File: src/rtl/demux_pkg.sv
// Shared constants, FSM state encoding and helpers for the 1-to-4 demux/deserializer.
// DEMUX_PARITY_EN adds the S_PAR state for a fifth, even-parity bit per frame.
package demux_pkg;

    localparam int unsigned LANES = 4;
    localparam int unsigned SEL_W = 2;

    // The low SEL_W bits of each data state are its lane index.
    typedef enum logic [2:0] {
        S_L0 = 3'd0,
        S_L1 = 3'd1,
        S_L2 = 3'd2,
        S_L3 = 3'd3
`ifdef DEMUX_PARITY_EN
        ,
        S_PAR = 3'd4
`endif
    } state_t;

    function automatic logic [SEL_W-1:0] lane_of(input state_t s);
        return s[SEL_W-1:0];
    endfunction

    function automatic logic even_parity(input logic [LANES-1:0] d);
        return ^d;
    endfunction

endpackage

File: src/rtl/demux_frame_fsm.sv
// Auto-mode frame collector: state machine plus shadow register, strobing a completed frame.
// Under DEMUX_PARITY_EN a fifth bit carries even parity and bad frames are flagged.
module demux_frame_fsm
    import demux_pkg::*;
(
    input  logic             clk,
    input  logic             rst,
    input  logic             auto_en,
    input  logic             mode_chg,
    input  logic             sync_clr,
    input  logic             din,
    input  logic             din_valid,
    output logic             frame_done,
    output logic             frame_bad,
    output logic [LANES-1:0] frame_data
);

    state_t           state;
    state_t           base_state;
    state_t           next_state;
    logic [LANES-1:0] shadow;
    logic [LANES-1:0] base_shadow;
    logic [LANES-1:0] next_shadow;

    // A mode change restarts collection on this very cycle, so the incoming bit lands in lane 0.
    always_comb begin
        base_state  = mode_chg ? S_L0 : state;
        base_shadow = mode_chg ? '0 : shadow;
        next_state  = base_state;
        next_shadow = base_shadow;
        frame_done  = 1'b0;
        frame_bad   = 1'b0;
        frame_data  = base_shadow;

        if (!auto_en || sync_clr) begin
            next_state  = S_L0;
            next_shadow = '0;
        end else if (din_valid) begin
            case (base_state)
`ifdef DEMUX_PARITY_EN
                S_PAR: begin
                    if (even_parity(base_shadow) != din) begin
                        frame_bad = 1'b1;
                    end else begin
                        frame_done = 1'b1;
                    end
                    next_state  = S_L0;
                    next_shadow = '0;
                end
`endif
                default: begin
                    next_shadow[lane_of(base_state)] = din;
                    case (base_state)
                        S_L0:    next_state = S_L1;
                        S_L1:    next_state = S_L2;
                        S_L2:    next_state = S_L3;
`ifdef DEMUX_PARITY_EN
                        S_L3:    next_state = S_PAR;
`else
                        S_L3: begin
                            frame_data  = next_shadow;
                            frame_done  = 1'b1;
                            next_state  = S_L0;
                            next_shadow = '0;
                        end
`endif
                        default: next_state = S_L0;
                    endcase
                end
            endcase
        end
    end

    always_ff @(posedge clk) begin
        if (rst) begin
            state  <= S_L0;
            shadow <= '0;
        end else begin
            state  <= next_state;
            shadow <= next_shadow;
        end
    end

endmodule

File: src/rtl/demux_1to4_deser.sv
// 1-to-4 demultiplexer with manual (addressed) and auto (deserialize) modes; owns all output registers.
// Build option: DEMUX_PARITY_EN enables 5-bit auto frames with even parity and the parity_err pulse.
module demux_1to4_deser #(
    parameter int unsigned LANES = demux_pkg::LANES,
    parameter int unsigned SEL_W = demux_pkg::SEL_W
) (
    input  logic             clk,
    input  logic             rst,
    input  logic             din,
    input  logic             din_valid,
    input  logic [SEL_W-1:0] sel,
    input  logic             auto_en,
    input  logic             sync_clr,
    output logic [LANES-1:0] data_out,
    output logic [LANES-1:0] lane_upd,
    output logic             frame_valid,
    output logic             parity_err
);

    import demux_pkg::*;

    logic             prev_auto;
    logic             mode_chg;
    logic             frame_done;
    logic             frame_bad;
    logic [LANES-1:0] frame_data;

    assign mode_chg = auto_en ^ prev_auto;

    demux_frame_fsm u_fsm (
        .clk        (clk),
        .rst        (rst),
        .auto_en    (auto_en),
        .mode_chg   (mode_chg),
        .sync_clr   (sync_clr),
        .din        (din),
        .din_valid  (din_valid),
        .frame_done (frame_done),
        .frame_bad  (frame_bad),
        .frame_data (frame_data)
    );

    // frame_done is only ever raised in auto mode, so the two write paths never collide.
    always_ff @(posedge clk) begin
        if (rst) begin
            data_out    <= '0;
            lane_upd    <= '0;
            frame_valid <= 1'b0;
            prev_auto   <= 1'b0;
        end else begin
            prev_auto   <= auto_en;
            lane_upd    <= '0;
            frame_valid <= frame_done;
            if (!auto_en && din_valid && !sync_clr) begin
                data_out[sel] <= din;
                lane_upd[sel] <= 1'b1;
            end else if (frame_done) begin
                data_out <= frame_data;
            end
        end
    end

`ifdef DEMUX_PARITY_EN
    always_ff @(posedge clk) begin
        if (rst) begin
            parity_err <= 1'b0;
        end else begin
            parity_err <= frame_bad;
        end
    end
`else
    logic unused_frame_bad;
    assign unused_frame_bad = frame_bad;
    assign parity_err       = 1'b0;
`endif

endmodule

File: config.mk
export PLATFORM = sky130hd
export DESIGN_NAME = demux_1to4_deser
export DESIGN_NICKNAME = d
export VERILOG_FILES = /design/src/rtl/demux_pkg.sv /design/src/rtl/demux_frame_fsm.sv /design/src/rtl/demux_1to4_deser.sv
export SDC_FILE = /design/constraint.sdc
export NUM_CORES = 1
export LEC_CHECK = 0
export ABC_AREA = 1
export CAP_MARGIN = 20
export CORE_MARGIN = 8
export CORE_UTILIZATION = 35
export CTS_CLUSTER_DIAMETER = 40
export DETAILED_ROUTE_END_ITERATION = 10
export PLACE_DENSITY = 0.64
export SYNTH_ARGS = -nofsm -noshare
export SYNTH_HDL_FRONTEND = slang
export SYNTH_SLANG_ARGS = --single-unit
File: constraint.sdc
create_clock -name clk -period 3.4 [get_ports clk]
set_input_delay 0.68 -clock clk [delete_from_list [all_inputs] [get_ports clk]]
set_output_delay 0.68 -clock clk [all_outputs]
set_load 0.02 [all_outputs]
# Word-level counts from Yosys, hierarchy flattened
# Index checks and enable logic that the tools add are counted.
dict set report word_totals {
  elab_cells 46
  ff_bits 17
}
dict set report op_classes {
  n_bitwise 2
  n_mux 20
  n_lt_le_gt_ge 4
  reduce_logical 11
  n_eq_ne 3
}
# operator n
set op_table {}
lappend op_table {{$mux W4} 8}
lappend op_table {{$bwmux W4} 2}
lappend op_table {{$eq A3 B2 Y1 const B} 2}
lappend op_table {{$lt A2 B3 Y1 const B} 2}
lappend op_table {{$mux W3} 2}
lappend op_table {{$pmux W2 S3} 1}
lappend op_table {{$mux W1} 5}
lappend op_table {{$demux W1 S2} 2}
lappend op_table {{$ge A2 B1 Y1 const B} 2}
lappend op_table {{$logic_and A1 B1 Y1} 4}
lappend op_table {{$reduce_or A2 Y1} 2}
lappend op_table {{$eq A3 B1 Y1 const B} 1}
lappend op_table {{$logic_not A3 Y1} 1}
lappend op_table {{$logic_not A1 Y1} 2}
lappend op_table {{$reduce_bool A2 Y1} 1}
lappend op_table {{$logic_or A1 B1 Y1} 1}
lappend op_table {{$not A1 Y1} 1}
lappend op_table {{$xor A1 B1 Y1} 1}

# Longest topological paths before layout
# Gate-level depths: netlist of run 1.
dict set report logic_depth {
  ltp_word 12
  ltp_mapped 10
  mapped_depth_nobuf 10
}

# Cells and area by module
# A second synthesis of run 1 with hierarchy kept.
dict set report unflattened {
  hier_cells 156
  area_unflattened_um2 985.9
}
# mod instances area_per_inst_um2 cells_per_inst
set modules_own_cells {}
lappend modules_own_cells {demux_1to4_deser 1 514.2 80}
lappend modules_own_cells {demux_frame_fsm 1 471.7 76}

# Worst setup path after synthesis of run 1
# No wires, ideal clock.
dict set report synth_timing {
  kind {input to register}
  start {in rst}
  end {reg u_fsm.shadow[0]}
  setup_slack_ps 1942
  t_arrival_ps 1384
  path_buffers 1
  path_stages 5
  path_cell_list {buf_2 -> nor2_4 -> nand2_1 -> or2_4 -> o21ai_0}
}
dict set report synth_via {
  elab_chain_cells 1
}
# item line
set synth_lines {}
lappend synth_lines {{start: declaration} demux_1to4_deser.sv:8} ;# input logic rst,
lappend synth_lines {{$reduce_or A2 Y1 (no line)} -}
lappend synth_lines {{end signal: assignment} demux_frame_fsm.sv:80} ;# shadow <= next_shadow;
lappend synth_lines {{end: declaration} demux_frame_fsm.sv:21} ;# logic [LANES-1:0] shadow;
# Every way passes these cells.
# A chain may end at the register's enable or synchronous reset.

# Worst setup path after layout of run 1
dict set report layout_timing {
  start {reg data_out[0]}
  end {out data_out[0]}
}
# item line
set layout_rtl {}
lappend layout_rtl {{start: declaration} demux_1to4_deser.sv:14} ;# output logic [LANES-1:0] data_out,
lappend layout_rtl {{start signal: indexed assignment} demux_1to4_deser.sv:55} ;# data_out[sel] <= din;
lappend layout_rtl {{start signal: assignment} demux_1to4_deser.sv:58} ;# data_out <= frame_data;
# No word-level cell between the ends.

==> results of run 1 <==
cell usage in the layout, fill, tap and decap left out, drive strengths merged:
| cell | count |
|---|---|
| or2 | 1 |
| nand2 | 33 |
| o21ai | 8 |
| dfxtp | 16 |
| o21a | 1 |
| nor4 | 2 |
| o211ai | 1 |
| nor3 | 1 |
| a211oi | 1 |
| inv | 15 |
| nor2 | 12 |
| conb | 1 |
| nand4 | 5 |
| o22ai | 1 |
| nand3b | 1 |
| nand3 | 9 |
| clkdlybuf4s50 | 16 |
| a21oi | 2 |
| clkbuf | 4 |
final cells by class:
| cell class | instances | share of cell area |
|---|---|---|
| tap | 28 | 0.03453 |
| sequential | 16 | 0.3157 |
| timing repair buffer | 16 | 0.1578 |
| clock buffer | 4 | 0.03576 |
| inverter | 15 | 0.05549 |
| multi-input combinational | 79 | 0.4007 |
stage by stage:
step | power, mW | instance area (um2) | std cells
floorplan | 0.2187 | 799.5 | 113
global placement | 0.2328 | 978.4 | 154
detailed placement | 0.2331 | 978.4 | 154
CTS | 0.3608 | 1015 | 158
global route | 0.3708 | 1015 | 158
finish | 0.3570 | 1015 | 158
state kept, by name, indices dropped and copies added, names as in the netlist:
| name | cells |
|---|---|
| data_out | 4 |
| lane_upd | 4 |
| u_fsm.shadow | 3 |
| u_fsm.state | 3 |
| frame_valid | 1 |
| prev_auto | 1 |
report_power, final:
part           internal, mW  switching (mW)
Combinational        0.0148          0.0235
Clock                0.0654          0.0625
Sequential            0.189         0.00155
kinds of logic (layout without fill, tap and decap cells):
| logic type | count (synthesis) | after routing |
|---|---|---|
| flops | 16 | 16 |
| compound gates | 14 | 14 |
| other cells | 1 | 1 |
| buf+inv | 18 | 35 |
| simple gates | 64 | 64 |
metal layers:
| layer | global-route usage | vias to the layer above |
|---|---|---|
| met5 | 0 | - |
| met1 | 0.09658 | 340 |
| met3 | 0.02613 | 5 |
| met2 | 0.1568 | 20 |
| met4 | 0.07799 | 0 |
| li1 | - | 397 |
path summary, 6_finish.rpt:
path / from / endpoint / slack [ns] / cells after the start
setup / recovery: data_out[0] / data_out[0] / 1.44 / 1
setup reg to reg: prev_auto / u_fsm.shadow[1] / 2.14 / 8
hold / removal: u_fsm.shadow[0] / u_fsm.shadow[0] / 0.48 / 2
hold reg to reg: u_fsm.shadow[0] / u_fsm.shadow[0] / 0.48 / 2
worst reg2reg max path, cell delays in order (launching register included):
cell and delay (ns):
dfxtp_1 0.37, inv_1 0.07, nand2_1 0.08, nand3_1 0.14, nor2_1 0.23, nand2_1 0.08, o21ai_0 0.08, nand2_1 0.06
o21ai_0 0.07
==> summary.md, run 1 <==
| Metric | Value |
|---|---|
| Setup ws final | 1.443 ns |
| Clock sinks | 16 |
| Clock tree from TritonCTS | built |
| Via count | 762 |
| Worst-skew pair later-pin latency | 0.30 ns |
| Static Leak | 0.4182 nW |
| GRT overflow | 0 |
| Clk buf depth | 2 |
| DRT Pass-1 Iters | 4 |
| Top Ports | 18 |
| Final #Nets | 139 |
| Drt drc | 0 |
| Final setup viols | 0 |
| Iteration-0 DRC Markers | 14 |
| Port bufs | 16 |
| CP peak stage delay | 0.62 ns |
| Hold WC Path Type | reg2reg |
| Core Box Area | 2191 um2 |
| Worst Skew | 0.01183 ns |
| Crit path buf inv count | 1 |
| Crit path time final | 1.957 ns |
| Final core occ | 0.4632 |
| DR WL/cell | 11.79 um |
| CP top delay family | buffers and inverters |
| Area of the multi-input gates | 406.6 um2 |
| Synth warnings | 0 |
| Met1 WL | 837 um |
| Max-slew violation count | 0 |
| Crit Path Category | reg2out |
| Area growth, synth to finish | 26.92% |
| Unrepaired setup endpoints after global routing | no |
| Synth Area in XOR/XNOR | 0 |
| Endpoint class of the critical path | output port |
| Drt total wl | 1863 um |
| Routed Antenna Nets | 0 |
| Ys flop type | dfxtp_1 |
| Simple-Gate Fraction of Synth Area | 0.4053 |
| Synth Area per Inst | 7.075 um2 |
| Total Routing Usage GR | 0.09415 |
| Die Ht | 63.80 um |
| Cell Chain, Critical Path | clkdlybuf4s50_1 |
| Yosys cell types | 26 |
| DPL Wire Length | 1441 um |
| Vias in the first global route | 748 |
| Top post-synthesis cells by area | dfxtp_1 40%, nand2_1 14%, inv_1 6.6% |
| EDFF count, synth | 0 |
| Min Hold Slack | 0.4790 ns |
| Commonest cells post-synth | 30 x nand2_1, 16 x dfxtp_1, 14 x inv_1, 9 x nor2_1 |
| Sequential-to-total area share from yosys stat | 0.4006 |
| Slowest CP cell | clkdlybuf4s50_1 |
| Maxcap violations | 0 |
| Top layer in use | met4 |
| Post-synthesis mux area share | 0 |
| Post-CTS resize count | 0 |
| Largest family of logic cells by synthesized area | simple AND/OR/NAND/NOR gates |
| Synth Area in Adders | 0 |
| Largest net degree at the start of global routing | 10 |
| CTS root buffer | clkbuf_4 |
| Most frequent cell after synthesis | nand2_1 |
| Peak VDD IR | 0.0001860 V |
| Data required time at the worst endpoint | 2.72 ns |
| Fraction of registers with async set/reset | 0 |
| Full die area | 4070 um2 |
| Post-CTS Hold Fix Bufs | 0 |
| Register area | 320.3 um2 |
| Hold Vio Cnt, Final | 0 |
| Max FO, Critical Path | 2 |
| Fmax achieved | 511.0 MHz |
| CTS Buf Count | 3 |
| Synth Cell Area | 799.5 um2 |
| Routed met3 length | 117 um |
| Syn_nets | 121 |
| Clock slew at reported path FFs | 0.10 ns |
| Post-place setup slack | 1.291 ns |
| Yosys top cell area share | 0.4006 |
| Die W | 63.80 um |
| Inserted Diodes | 0 |
| Startpoint types | flop |
| Post-synth top area cell | dfxtp_1 |
| Seq cells post-synth | 16 |
| Fraction of layout cells with a size suffix above 1 | 0.1077 |
| Rows | 17 |
| Mapped Cells | 113 |
| H-tree depth | 1 |
| Outcome | finished clean |
| Arrival @ worst endpoint | 1.28 ns |
| Power Dens Cells | 351.8 nW/um2 |
| Final Cycle Share | 0.5755 |
| Complex-gate fraction of the synthesized area | 0.09859 |
| First-pass GRT wire length | 3132 um |
| Avg Vias per Cell | 4.823 |
| Gpl congestion | 0.8445 |
| Post-CTS setup buffer count | 0 |
| Met2 routed WL | 846 um |
| Initial Util | 0.3649 |
| Initial antenna violation count | 0 |
| Fillcell total | 229 |
| Final setup TNS | 0 ns |
No activity file was read; power rests on OpenSTA's default activity.
==> run 2: changes to the inputs <==
==> constraint.sdc (replaced) <==
create_clock -name clk -period 2.05 [get_ports clk]
set_input_delay 0.41 -clock clk [delete_from_list [all_inputs] [get_ports clk]]
set_output_delay 0.41 -clock clk [all_outputs]
set_load 0.02 [all_outputs]
==> run 2 against run 1 <==
Global-route usage grew 0.30 points. Flip-flop and latch count is the same. Core utilization grew 0.057 points. Critical path depth is the same. Clock power grew 27%. Clock-buffer cell count shrank 1. Worst hold slack lost 0.0059 ns. Total power grew 53%. Routed wire length grew 1.9%. Clock skew shrank 0.0021 ns. Non-clock buffer count grew 2. Critical path type unchanged. Largest power group unchanged.
==> summary.md, run 2 (synthesis gave the netlist of run 1 again) <==
| Metric | Value |
|---|---|
| Outcome | finished clean (unchanged) |
| Min Hold Slack | 0.4731 ns (was 0.4790 ns) |
| Most frequent cells in the layout | 30 x nand2_1, 16 x dfxtp_1, 16 x clkdlybuf4s50_1, 14 x inv_1, 9 x nor2_1 (unchanged) |
| Port bufs | 16 (unchanged) |
| CP peak stage delay | 0.61 ns (was 0.62 ns) |
| Gate power share | 0.122 (was 0.107) |
| Startpoint types | flop (unchanged) |
| Power share of the clock group | 0.298 (was 0.358) |
| Initial antenna violation count | 0 (unchanged) |
| Fraction of layout cells with a size suffix above 1 | 0.1145 (was 0.1077) |
| Cell Chain, Critical Path | clkdlybuf4s50_1 (unchanged) |
| Die Ht | 63.80 um (unchanged) |
| Final setup TNS | 0 ns (unchanged) |
| Post-CTS resize count | 0 (unchanged) |
| Peak VDD IR | 0.0002597 V (was 0.0001860 V) |
| Gpl congestion | 0.8542 (was 0.8445) |
| Clock slew at reported path FFs | 0.09 ns (was 0.10 ns) |
| Avg Vias per Cell | 4.843 (was 4.823) |
| Rows | 17 (unchanged) |
| Slowest CP cell | clkdlybuf4s50_1 (unchanged) |
| DPL Wire Length | 1463 um (was 1441 um) |
| Unrepaired setup endpoints after global routing | no (unchanged) |
| Post-place setup slack | 0.2297 ns (was 1.291 ns) |
| First-pass GRT wire length | 3256 um (was 3132 um) |
| Non-filler cells, final | 159 (was 158) |
| Crit Path Category | reg2out (unchanged) |
| Final #Nets | 141 (was 139) |
| Fmax achieved | 599.1 MHz |
| Die W | 63.80 um (unchanged) |
| Final setup viols | 0 (unchanged) |
| Max FO, Critical Path | 2 (unchanged) |
| Cell Int Power | 409.1 uW (was 269.5 uW) |
| Post-CTS setup buffer count | 0 (unchanged) |
| Hold WC Path Type | reg2reg (unchanged) |
| DRT Pass-1 Iters | 4 (unchanged) |
| Total Routing Usage GR | 0.09711 (was 0.09415) |
| Data required time at the worst endpoint | 1.64 ns (was 2.72 ns) |
| Inserted Diodes | 0 (unchanged) |
| Routed Antenna Nets | 0 (unchanged) |
| DR WL/cell | 11.94 um (was 11.79 um) |
| Crit path buf inv count | 1 (unchanged) |
| Endpoint class of the critical path | output port (unchanged) |
| Vias in the first global route | 734 (was 748) |
| Final Cycle Share | 0.8143 |
| Via count | 770 (was 762) |
| GRT overflow | 0 (unchanged) |
| Setup ws final | 0.3808 ns (was 1.443 ns) |
| Crit path time final | 1.669 ns |
| CTS Buf Count | 3 (unchanged) |
| Drt drc | 0 (unchanged) |
| Static Leak | 0.4206 nW (was 0.4182 nW) |
| Clock sinks | 16 (unchanged) |
| H-tree depth | 1 (unchanged) |
| Clk buf depth | 2 (unchanged) |
| Iteration-0 DRC Markers | 23 (was 14) |
| Maxcap violations | 0 (unchanged) |
| Arrival @ worst endpoint | 1.26 ns (was 1.28 ns) |
| Max-slew violation count | 0 (unchanged) |
| Largest registers | data_out: 4 flops, lane_upd: 4 flops (unchanged) |
| Worst-skew pair later-pin latency | 0.29 ns (was 0.30 ns) |
| Largest net degree at the start of global routing | 9 (was 10) |
| Initial Util | 0.3649 (unchanged) |
| Flop pwr share | 0.580 (was 0.535) |
| Clock tree from TritonCTS | built (unchanged) |
| Top Ports | 18 (unchanged) |
| Leading cell type in the layout, fill and taps excluded | nand2_1 (unchanged) |
| Power Dens Cells | 537.3 nW/um2 (was 351.8 nW/um2) |
| CTS root buffer | clkbuf_4 (unchanged) |
| CP top delay family | buffers and inverters (unchanged) |
| Post-Place Cells | 156 (was 154) |
| NetSw | 136.7 uW (was 87.50 uW) |
| Drt total wl | 1898 um (was 1863 um) |
| Core Box Area | 2191 um2 (unchanged) |
| Full die area | 4070 um2 (unchanged) |
| Hold Vio Cnt, Final | 0 (unchanged) |
| Worst Skew | 0.009682 ns (was 0.01183 ns) |
| Post-CTS Hold Fix Bufs | 0 (unchanged) |
| Sw Share | 0.2505 (was 0.2451) |
| Area growth, synth to finish | 27.07% (was 26.92%) |
[run 2: path summary, 6_finish.rpt]
kind | startpoint | to | slack, ns | cells after the start
max | data_out[0] | data_out[0] | 0.38 | 1
min | u_fsm.shadow[0] | u_fsm.shadow[0] | 0.47 | 2
max reg2reg | prev_auto | u_fsm.shadow[1] | 0.80 | 8
min reg2reg | u_fsm.shadow[0] | u_fsm.shadow[0] | 0.47 | 2
[run 2: final cells by class]
type	instances	area, um2
Fill cell	235	1175
Multi-Input combinational cell	79	406.6
Sequential cell	16	320.3
Timing Repair Buffer	18	175.2
Inverter	15	56.30
Tap cell	28	35.03
Clock buffer	3	22.52
[run 2: power groups by stage]
stage | sequential, mW | combinational, mW | clock [mW]
after floorplan | 0.325 | 0.0379 | 0
after global placement | 0.324 | 0.0652 | 0
after detailed placement | 0.324 | 0.0662 | 0
after CTS | 0.317 | 0.0665 | 0.170
after global routing | 0.317 | 0.0740 | 0.182
final | 0.317 | 0.0667 | 0.163
[run 2: layer usage]
layer,GRT usage,wire [um],vias up
met1,0.1150,920,353
met4,0.05850,30,0
met2,0.1568,871,15
li1,-,-,400
met5,0,0,-
met3,0.02091,74,2
[run 2: stage by stage]
stage / total power [mW] / instance area [um2] / utilization
4_1_cts: 0.5529 / 1016 / 0.4637
2_1_floorplan: 0.3627 / 799.5 / -
5_1_grt: 0.5728 / 1016 / 0.4637
6_report: 0.5459 / 1016 / 0.4637
3_3_place_gp: 0.3888 / 993.5 / 0.4535
3_5_place_dp: 0.3899 / 993.5 / 0.4535
==> run 3: changes to the inputs <==
==> constraint.sdc (replaced) <==
create_clock -name clk -period 1.7 [get_ports clk]
set_input_delay 0.34 -clock clk [delete_from_list [all_inputs] [get_ports clk]]
set_output_delay 0.34 -clock clk [all_outputs]
set_load 0.02 [all_outputs]
==> run 3 against run 2 <==
Clock-buffer cell count increased by 1. Sequential power up 21%. Setup slack lost 0.28 ns. Routed wire length grew 1.7%. Critical path type unchanged. Largest cell class unchanged.
==> summary.md, run 3 (synthesis gave the netlist of run 1 again) <==
| Metric | Value |
|---|---|
| Gpl congestion | 0.8372 (was 0.8542) |
| Total Routing Usage GR | 0.09986 (was 0.09711) |
| Inserted Diodes | 0 (unchanged) |
| Power share of the clock group | 0.354 (was 0.298) |
| End point of the critical path | data_out[0] (unchanged) |
| Power Dens Cells | 686.2 nW/um2 (was 537.3 nW/um2) |
| Setup ws final | 0.1019 ns (was 0.3808 ns) |
| CTS root buffer | clkbuf_4 (unchanged) |
| Data required time at the worst endpoint | 1.36 ns (was 1.64 ns) |
| Peak VDD IR | 0.0003554 V (was 0.0002597 V) |
| Final setup viols | 0 (unchanged) |
| Rows | 17 (unchanged) |
| Die W | 63.80 um (unchanged) |
| Routed Antenna Nets | 0 (unchanged) |
| Crit path buf inv count | 1 (unchanged) |
| NetSw | 177.0 uW (was 136.7 uW) |
| H-tree depth | 1 (unchanged) |
| Final setup TNS | 0 ns (unchanged) |
| Leading cell type in the layout, fill and taps excluded | nand2_1 (unchanged) |
| Max FO, Critical Path | 2 (unchanged) |
| Clock tree from TritonCTS | built (unchanged) |
| Fmax achieved | 625.8 MHz |
| Initial Util | 0.3649 (unchanged) |
| Largest registers | data_out: 4 flops, lane_upd: 4 flops (unchanged) |
| Register-to-Register Path Depth | 7 (was 8) |
| CP top delay family | buffers and inverters (unchanged) |
| GRT overflow | 0 (unchanged) |
| Sw Share | 0.2452 (was 0.2505) |
| Clock slew at reported path FFs | 0.10 ns (was 0.09 ns) |
| Top Ports | 18 (unchanged) |
| Critical Path Start | data_out[0] (unchanged) |
| Area growth, synth to finish | 31.61% (was 27.07%) |
| Core Box Area | 2191 um2 (unchanged) |
| Clk buf depth | 2 (unchanged) |
| Cell Int Power | 545.0 uW (was 409.1 uW) |
| Flop pwr share | 0.528 (was 0.580) |
| Levels on crit path | 1 (unchanged) |
| Vias in the first global route | 770 (was 734) |
| Full die area | 4070 um2 (unchanged) |
| Startpoint types | flop (unchanged) |
| Largest net degree at the start of global routing | 10 (was 9) |
| Final Cycle Share | 0.9400 |
| Post-place setup slack | -0.07653 ns (was 0.2297 ns) |
| Static Leak | 0.4428 nW (was 0.4206 nW) |
| Iteration-0 DRC Markers | 22 (was 23) |
| Hold Vio Cnt, Final | 0 (unchanged) |
| Maxcap violations | 0 (unchanged) |
| Post-CTS setup buffer count | 0 (unchanged) |
| Endpoint class of the critical path | output port (unchanged) |
| Final core occ | 0.4803 (was 0.4637) |
| Drt drc | 0 (unchanged) |
| Slowest CP cell | clkdlybuf4s50_1 (unchanged) |
| Avg Vias per Cell | 4.926 (was 4.843) |
| Clock sinks | 16 (unchanged) |
| Final #Nets | 144 (was 141) |
| Port bufs | 16 (unchanged) |
| Post-CTS Hold Fix Bufs | 0 (unchanged) |
| Crit Path Category | reg2out (unchanged) |
| First-pass GRT wire length | 3360 um (was 3256 um) |
| Most frequent cells in the layout | 30 x nand2_1, 16 x dfxtp_1, 16 x clkdlybuf4s50_1, 14 x inv_1, 9 x nor2_1 (unchanged) |
| Via count | 803 (was 770) |
| CP peak stage delay | 0.61 ns (about the same) |
| Unrepaired setup endpoints after global routing | no (unchanged) |
| Worst-skew pair later-pin latency | 0.29 ns (about the same) |
| Reg2reg setup slack | 0.49 ns (was 0.80 ns) |
| R2R Path End | u_fsm.shadow[1] (unchanged) |
| Die Ht | 63.80 um (unchanged) |
| Arrival @ worst endpoint | 1.26 ns (about the same) |
| Max-slew violation count | 0 (unchanged) |
| Hold WC Path Type | reg2reg (unchanged) |
| DR WL/cell | 11.85 um (was 11.94 um) |
| DRT Pass-1 Iters | 4 (unchanged) |
| Post-CTS resize count | 0 (unchanged) |
| Outcome | finished clean (unchanged) |
| DPL Wire Length | 1501 um (was 1463 um) |
| Drt total wl | 1931 um (was 1898 um) |
| Cell Chain, Critical Path | clkdlybuf4s50_1 (unchanged) |
| Fraction of layout cells with a size suffix above 1 | 0.1407 (was 0.1145) |
| Crit path time final | 1.598 ns |
| Min Hold Slack | 0.4837 ns (was 0.4731 ns) |
| Worst Skew | 0.009686 ns (was 0.009682 ns) |
| Reg2reg start | prev_auto (unchanged) |
| Initial antenna violation count | 0 (unchanged) |
| Gate power share | 0.117 (was 0.122) |
| CTS Buf Count | 3 (unchanged) |
==> run 3: changes by cell type in the layout (fill, tap and decap cells not counted) <==
cell,change
buf_4,+3
clkbuf_8,+1
==> run 3: per-stage QoR <==
stage	total power [mW]	cells	area [um2]
6_report	0.7221	163	1052
3_5_place_dp	0.4744	159	1016
3_3_place_gp	0.4732	159	1016
2_1_floorplan	0.4374	113	799.5
4_1_cts	0.7258	163	1052
5_1_grt	0.7622	163	1052
==> run 3: worst min-delay path by stage <==
stage | startpoint | to | slack, ns | depth (start not counted)
floorplan | sel[1] | lane_upd[0] | 0.43 | 1
global placement | u_fsm.state[2] | u_fsm.state[2] | 0.47 | 2
detailed placement | u_fsm.shadow[0] | u_fsm.shadow[0] | 0.47 | 2
CTS | u_fsm.state[2] | u_fsm.state[2] | 0.49 | 2
global route | u_fsm.state[2] | u_fsm.state[2] | 0.51 | 2
finish | u_fsm.shadow[0] | u_fsm.shadow[0] | 0.48 | 2
==> run 3: cell type report <==
| class | count | area (um2) |
|---|---|---|
| sequential | 16 | 320.3 |
| clock buffer | 4 | 36.28 |
| fill | 224 | 1139 |
| multi-input combinational | 79 | 406.6 |
| tap | 28 | 35.03 |
| timing repair buffer | 21 | 197.7 |
| inverter | 15 | 56.30 |
==> run 3: metal layers <==
| metal | track usage | share of wire | up-vias |
|---|---|---|---|
| li1 | - | - | 409 |
| met1 | 0.1187 | 0.47 | 369 |
| met2 | 0.1581 | 0.45 | 20 |
| met3 | 0.02091 | 0.048 | 5 |
| met4 | 0.06685 | 0.027 | 0 |
| met5 | 0 | 0 | - |
==> run 3: power groups by stage <==
stage                     Combinational (mW)  Sequential, mW  Clock (mW)
final                                 0.0847           0.382       0.256
after global routing                  0.0937           0.383       0.286
after CTS                             0.0849           0.382       0.259
after detailed placement              0.0841           0.390           0
after global placement                0.0829           0.390           0
after floorplan                       0.0456           0.392           0
